$ cat config.mk
export PLATFORM = sky130hd
export DESIGN_NAME = alu_issue_stage
export DESIGN_NICKNAME = d
export VERILOG_FILES = /design/src/rtl/alu_issue_stage.sv
export SDC_FILE = /design/constraint.sdc
export NUM_CORES = 2
export LEC_CHECK = 0
export BUFFER_PORTS_ARGS = -buffer_cell sky130_fd_sc_hd__buf_4
export CAP_MARGIN = 5
export CORE_MARGIN = 2
export CORE_UTILIZATION = 55
export DETAILED_ROUTE_END_ITERATION = 16
export PLACE_DENSITY = 0.81
export REMOVE_ABC_BUFFERS = 1
export SYNTH_ARGS = -nofsm -noshare
export SYNTH_HDL_FRONTEND = slang
export SYNTH_SLANG_ARGS = --single-unit
$ cat constraint.sdc
create_clock -name CLK -period 6.65 [get_ports CLK]
set_input_delay 0.9975 -clock CLK [delete_from_list [all_inputs] [get_ports CLK]]
set_output_delay 0.9975 -clock CLK [all_outputs]
set_load 0.1 [all_outputs]
$ cat src/rtl/alu_issue_stage.sv
// Issue stage in front of a single-cycle MIPS-style ALU: decodes one instruction,
// reads operands from a 32x32 register file, hands them to the ALU and writes the result back.
module alu_issue_stage #(
    parameter int          NREG   = 32,
    parameter logic [5:0]  BEQ_OP = 6'b000100,
    parameter logic [5:0]  BNE_OP = 6'b000101
) (
    input  logic        CLK,
    input  logic        RST,
    input  logic        INSTR_VALID,
    output logic        INSTR_READY,
    input  logic [31:0] INSTR,
    output logic        ISSUE_VALID,
    input  logic        ISSUE_READY,
    output logic [5:0]  OPCODE,
    output logic [31:0] RS_VAL,
    output logic [31:0] RT_VAL,
    output logic [4:0]  SHAMT,
    output logic [5:0]  FUNC,
    output logic [15:0] RAW_VAL,
    input  logic [31:0] RESULT,
    input  logic        SIG_B,
    input  logic        RESULT_VALID,
    output logic        WB_VALID,
    output logic [4:0]  WB_ADDR,
    output logic [31:0] WB_DATA,
    output logic        BRANCH_TAKEN,
    input  logic        LOAD_EN,
    input  logic [4:0]  LOAD_ADDR,
    input  logic [31:0] LOAD_DATA
);

    typedef enum logic [1:0] {
        S_IDLE     = 2'd0,
        S_ISSUE    = 2'd1,
        S_WAIT_RES = 2'd2
    } state_t;

    state_t      r_state;
    logic [31:0] r_regs [NREG];
    logic [4:0]  r_dest;
    logic        r_branch;

    logic [4:0]  w_rs_addr;
    logic [4:0]  w_rt_addr;
    logic [4:0]  w_dest;
    logic        w_is_branch;
    logic [31:0] w_rs_val;
    logic [31:0] w_rt_val;

    // Decode of the offered word; register 0 is forced to read as zero.
    always_comb begin
        w_rs_addr   = INSTR[25:21];
        w_rt_addr   = INSTR[20:16];
        w_dest      = (INSTR[31:26] == 6'd0) ? INSTR[15:11] : INSTR[20:16];
        w_is_branch = (INSTR[31:26] == BEQ_OP) || (INSTR[31:26] == BNE_OP);
        w_rs_val    = (w_rs_addr == 5'd0) ? 32'd0 : r_regs[w_rs_addr];
        w_rt_val    = (w_rt_addr == 5'd0) ? 32'd0 : r_regs[w_rt_addr];
    end

    // Control FSM, register file and all registered outputs.
    always_ff @(posedge CLK) begin
        if (RST) begin
            r_state      <= S_IDLE;
            r_dest       <= 5'd0;
            r_branch     <= 1'b0;
            INSTR_READY  <= 1'b1;
            ISSUE_VALID  <= 1'b0;
            OPCODE       <= 6'd0;
            RS_VAL       <= 32'd0;
            RT_VAL       <= 32'd0;
            SHAMT        <= 5'd0;
            FUNC         <= 6'd0;
            RAW_VAL      <= 16'd0;
            WB_VALID     <= 1'b0;
            WB_ADDR      <= 5'd0;
            WB_DATA      <= 32'd0;
            BRANCH_TAKEN <= 1'b0;
            for (int i = 0; i < NREG; i++) begin
                r_regs[i] <= 32'd0;
            end
        end else begin
            WB_VALID     <= 1'b0;
            BRANCH_TAKEN <= 1'b0;
            case (r_state)
                S_IDLE: begin
                    if (INSTR_VALID) begin
                        OPCODE      <= INSTR[31:26];
                        SHAMT       <= INSTR[10:6];
                        FUNC        <= INSTR[5:0];
                        RAW_VAL     <= INSTR[15:0];
                        RS_VAL      <= w_rs_val;
                        RT_VAL      <= w_rt_val;
                        r_dest      <= w_dest;
                        r_branch    <= w_is_branch;
                        ISSUE_VALID <= 1'b1;
                        INSTR_READY <= 1'b0;
                        r_state     <= S_ISSUE;
                    end else if (LOAD_EN && (LOAD_ADDR != 5'd0)) begin
                        r_regs[LOAD_ADDR] <= LOAD_DATA;
                    end else begin
                        INSTR_READY <= 1'b1;
                    end
                end
                S_ISSUE: begin
                    if (ISSUE_READY) begin
                        ISSUE_VALID <= 1'b0;
                        r_state     <= S_WAIT_RES;
                    end else begin
                        ISSUE_VALID <= 1'b1;
                    end
                end
                S_WAIT_RES: begin
                    if (RESULT_VALID) begin
                        r_state     <= S_IDLE;
                        INSTR_READY <= 1'b1;
                        if (r_branch) begin
                            BRANCH_TAKEN <= SIG_B;
                        end else if (r_dest != 5'd0) begin
                            r_regs[r_dest] <= RESULT;
                            WB_VALID       <= 1'b1;
                            WB_ADDR        <= r_dest;
                            WB_DATA        <= RESULT;
                        end else begin
                            WB_VALID <= 1'b0;
                        end
                    end else begin
                        r_state <= S_WAIT_RES;
                    end
                end
                default: begin
                    r_state     <= S_IDLE;
                    INSTR_READY <= 1'b1;
                    ISSUE_VALID <= 1'b0;
                end
            endcase
        end
    end

endmodule

* After elaboration in Yosys (flattened, before gate mapping) *
Memory sizes are Yosys's and may differ from the RTL's.
Cells that the tools add are included.

word-level totals
  register bits = 146
  memory bits (writable) = 1024
  input bits = 108
  output and inout bits = 138
  logic and storage cells = 77
  memories = 1

memory list
  memory  depth  width  read ports  clocked after memory_dff  write ports  line  source
  r_regs  32     32     2           0                         32           40    logic [31:0] r_regs [NREG];

cells by class
  equality and inequality tests = 8
  mux-type cells = 33
  bitwise logic cells = 4
  reduce and logical (&&, ||, !) cells = 16

operator list
  operator                                                                number
  32-bit two-way mux                                                      4
  32-bit OR reduction                                                     2
  1-bit two-way mux                                                       20
  5-bit two-way mux                                                       3
  6-bit by 3-bit equality test with 1-bit output (second input constant)  2
  5-bit logical NOT                                                       2
  5-bit nonzero test                                                      2
  6-bit logical NOT                                                       1
  2-bit two-way mux                                                       3
  2-bit != test (second input constant)                                   3
  1-bit one-hot mux with 3 select lines                                   2
  2-bit one-hot mux with 3 select lines                                   1
  2-bit AND reduction                                                     3
  1-bit NOT                                                               4
  4-bit AND reduction                                                     1
  4-bit OR reduction                                                      1
  3-bit != test (second input constant)                                   1
  3-bit AND reduction                                                     1
  2-bit by 1-bit equality test with 1-bit output (second input constant)  1
  2-bit equality test (second input constant)                             1
  2-bit logical NOT                                                       1
  1-bit logical AND                                                       1
  1-bit logical OR                                                        1

* Depth between registers and ports, before layout *
  word-level depth = 10
  gate-level depth with buffers = 10

* Worst setup path after synthesis *
No wires, ideal clock.

  path kind = input-to-reg
  start = in RESULT_VALID
  end = mem r_regs[5][0] (enable)
  setup time = 0.466 ns
  data arrival time = 4.745 ns
  data required time = 6.184 ns
  path slack = 1.439 ns
  cell stages on the path = 9
  path buffers = 4
  cell sequence = nor4bb_1 > buf_2 > o211ai_4 > buf_6 > a21oi_2 > nand2_1 > clkbuf_1 > buf_2 > o21ai_0

RTL lines
  item             line  source
  start, declared  23    input logic RESULT_VALID,
  end, declared    40

==> results.sh <==
export IMPL_status="finished, final reports clean"
export IMPL_leakage_nw=23.1
export IMPL_ys_warn_count=0
export IMPL_power_total_mw=17.5
export IMPL_layout_nets=4521
export IMPL_antenna_left=0
export IMPL_synthXorXnorAreaFrac_pct=0
export IMPL_fin_skew_ns=0.0333
export IMPL_crit_fanout=33
export IMPL_ys_ff_latch=1159
export IMPL_cp_required_ns=7.01
export IMPL_route_detailed_drc=0
export IMPL_max_stage_delay_ns=0.87
export IMPL_synth_compound_area_share_pct=6.46
export IMPL_die_h_um=329
export IMPL_intPower_mw=12.9
export IMPL_dieArea_um2=108000
export IMPL_hpwl_um=109000
export IMPL_maxSlewViolCount=0
export IMPL_final_util_pct=62.2
export IMPL_syn_avg_cell_area_um2=13.4
export IMPL_tritoncts="done"
export IMPL_syn2layout_area_growth_pct=12.5
export IMPL_clkSinkCount=1159
export IMPL_synthesis_instances=4342
export IMPL_vias=42778
export IMPL_final_cell_mix="edfxtp_1 (1024), nor2_1 (802), buf_4 (363), mux4_2 (348), mux2i_1 (289)"
export IMPL_path_class="flip-flop to flip-flop"
export IMPL_clock_power_share_pct=38.9
export IMPL_die_w_um=329
export IMPL_crit_family="simple AND/OR/NAND/NOR gates"
export IMPL_cts_root_buffer="clkbuf_16"
export IMPL_post_cts_resized=0
export IMPL_p_per_area_nw_per_um2=267
export IMPL_setup_viol=0
export IMPL_grt_max_degree=94
export IMPL_ys_types=60
export IMPL_drtPass1Iterations=8
export IMPL_fmax_mhz=196
export IMPL_drive_gt1_share_pct=26.9
export IMPL_grt_first_pass_wirelength_um=276000
export IMPL_synthArstFlopShare_pct=0
export IMPL_holdCritPathClass="flip-flop to flip-flop"
export IMPL_finalCritPeriodShare_pct=76.6
export IMPL_cts_htree_levels=3
export IMPL_combPwrFrac_pct=13.1
export IMPL_antenna_found_initial=5
export IMPL_ir_drop_mv=0.257
export IMPL_finalHoldViolations=0
export IMPL_yosysSeqAreaShare_pct=57.5
export IMPL_min_period_ns=5.10
export IMPL_viasPerCell=7.24
export IMPL_yosys_area_share_simple_pct=10.3
export IMPL_drt_initial_drc_count=7268
export IMPL_switching_share_pct=26.3
export IMPL_ys_flop_type="edfxtp_1"
export IMPL_synth_edf_count=1024
export IMPL_grt_overflow=0
export IMPL_clock_path_buffers=3
export IMPL_numPortBuffers=245
export IMPL_crit_buf_inv=2
export IMPL_io_pin_count=246
export IMPL_final_setup_tns_ns=0
export IMPL_clock_latency_ns=0.72
export IMPL_power_frac_seq_pct=48.0
export IMPL_cpMaxStageDelayCell="o211ai_4"
export IMPL_synth_area_um2=58200
export IMPL_cp_start_kind="flip-flop"
export IMPL_rows=119
export IMPL_routed_wl_um=194000
export IMPL_switchingPower_mw=4.60
export IMPL_cts_hold_buffers=0
export IMPL_clkSlewWorstSetupHoldPaths_ns=0.06
export IMPL_synth_top_family_by_area="multiplexers"
export IMPL_slew_headroom_pct=12.8
export IMPL_final_common_cell="edfxtp_1"
export IMPL_initial_core_util_pct=55.3
export IMPL_place_gp_congestion=0.891
export IMPL_cts_made_buffers=115
export IMPL_grt_pass1_vias=42669
export IMPL_design_core_area_um2=105000
export IMPL_path_cells="or4_4, o211ai_4, inv_2, o32ai_4, nand3_4, nand2_2, buf_4"
export IMPL_worst_pin_slew_ns=1.28
export IMPL_wl_per_cell_um=32.9
export IMPL_grt_util_all_layers_pct=35.3
export IMPL_maxCapViolCount=0
export IMPL_worstPathArrival_ns=5.45
export IMPL_rsz0062_at_grt="no"
export IMPL_cts_setup_buffers=0
export IMPL_end_kind="flip-flop"
export IMPL_synth_adder_area_share_pct=0
export IMPL_synthMuxAreaShare_pct=22.4
## per-stage QoR
step,hold WS (ns),std cells,setup slack [ns],cell area (µm²)
after floorplan,0.436,3917,-3.26,56300
after global placement,0.438,5686,1.21,61500
after detailed placement,0.448,5686,1.13,61500
after CTS,0.457,5904,1.65,65400
after global routing,0.472,5905,1.51,65400
final,0.456,5906,1.55,65400
## sequential cells by signal, indices dropped and copies added (netlist names)
| signal | count |
|---|---|
| r_regs | 1024 |
| WB_DATA | 32 |
| INSTR_READY | 1 |
| RT_VAL | 32 |
| RS_VAL | 32 |
| r_state | 2 |
| r_dest | 5 |
| OPCODE | 6 |
| RAW_VAL | 7 |
| BRANCH_TAKEN | 1 |
| ISSUE_VALID | 1 |
| FUNC | 5 |
| WB_ADDR | 5 |
| SHAMT | 4 |
| r_branch | 1 |
| WB_VALID | 1 |
## tightest hold or removal path, stage by stage, from the launching register on
cell	delay, ns
dfxtp_1	0.31
nand2_1	0.05
a21oi_1	0.05
## routing by layer
layer / part of all wire, % / GRT usage [%]
met4: 7.4 / 22.2
met5: 0.021 / 0
met1: 31 / 43.8
met2: 46 / 54.7
met3: 16 / 10.3
## area by class of cell
class / count / area (µm²)
flip-flops and latches: 1159 / 33500
diodes: 1 / 2.50
repair buffers: 379 / 3000
multi-input cells: 2753 / 23300
clock inverters: 63 / 717
inverters: 5 / 18.8
fillers: 7546 / 39700
well taps: 1391 / 1740
clock buffers: 155 / 3210
## cells in the mapped netlist (all sizes together), types with 3 or more instances
master  number  area share [%]
and2         4           0.043
nor4         4           0.043
a221oi      64            0.96
edfxtp    1024              53
and3         3           0.032
nand3       23            0.28
clkbuf     290             1.9
a21o        12            0.16
a222oi      64             1.1
nor2b        8           0.086
mux2i      321             5.5
dfxtp      135             4.6
a32o         4           0.069
a22oi       38            0.49
inv          4           0.026
nand2b     144             1.6
mux4       348              13
mux2       176             3.4
a31oi       20            0.23
nor3b        3           0.047
a22o        67             1.0
nand2      128            0.83
buf        166             1.5
nor3       230             2.0
o32ai        3            0.12
a211oi       5           0.065
nor2       805             5.2
o22ai       33            0.35
o21ai       69            0.59
a21oi      124             1.1
## worst paths after layout
path                                                     end  slack [ns]  depth (start not counted)                   start
worst min-delay path                  OPCODE[3]$_SDFFE_PP0P_        0.46                          2  OPCODE[3]$_SDFFE_PP0P_
worst min register to register        OPCODE[3]$_SDFFE_PP0P_        0.46                          2  OPCODE[3]$_SDFFE_PP0P_
worst max register to register  r_regs[13][26]$_SDFFCE_PN0P_        1.55                          7  r_dest[4]$_SDFFE_PP0P_
worst max-delay path            r_regs[13][26]$_SDFFCE_PN0P_        1.55                          7  r_dest[4]$_SDFFE_PP0P_
## power groups by stage
stage,registers [mW],logic [mW],clock network [mW]
2_1_floorplan,8.80,0.974,0
3_5_place_dp,8.52,2.21,0
3_3_place_gp,8.50,2.18,0
5_1_grt,8.40,2.34,7.05
6_report,8.39,2.29,6.78
4_1_cts,8.37,2.23,6.76
## logic make-up (layout without fill, tap and decap cells)
group	Yosys count	in the layout
DFF	1159	1159
buffers and inverters	461	602
AOI/OAI and AO/OA	515	515
and+or+nand+nor	1361	1361
muxes	845	845
other	1	33
Note: power is estimated with default switching activity, not from simulation.
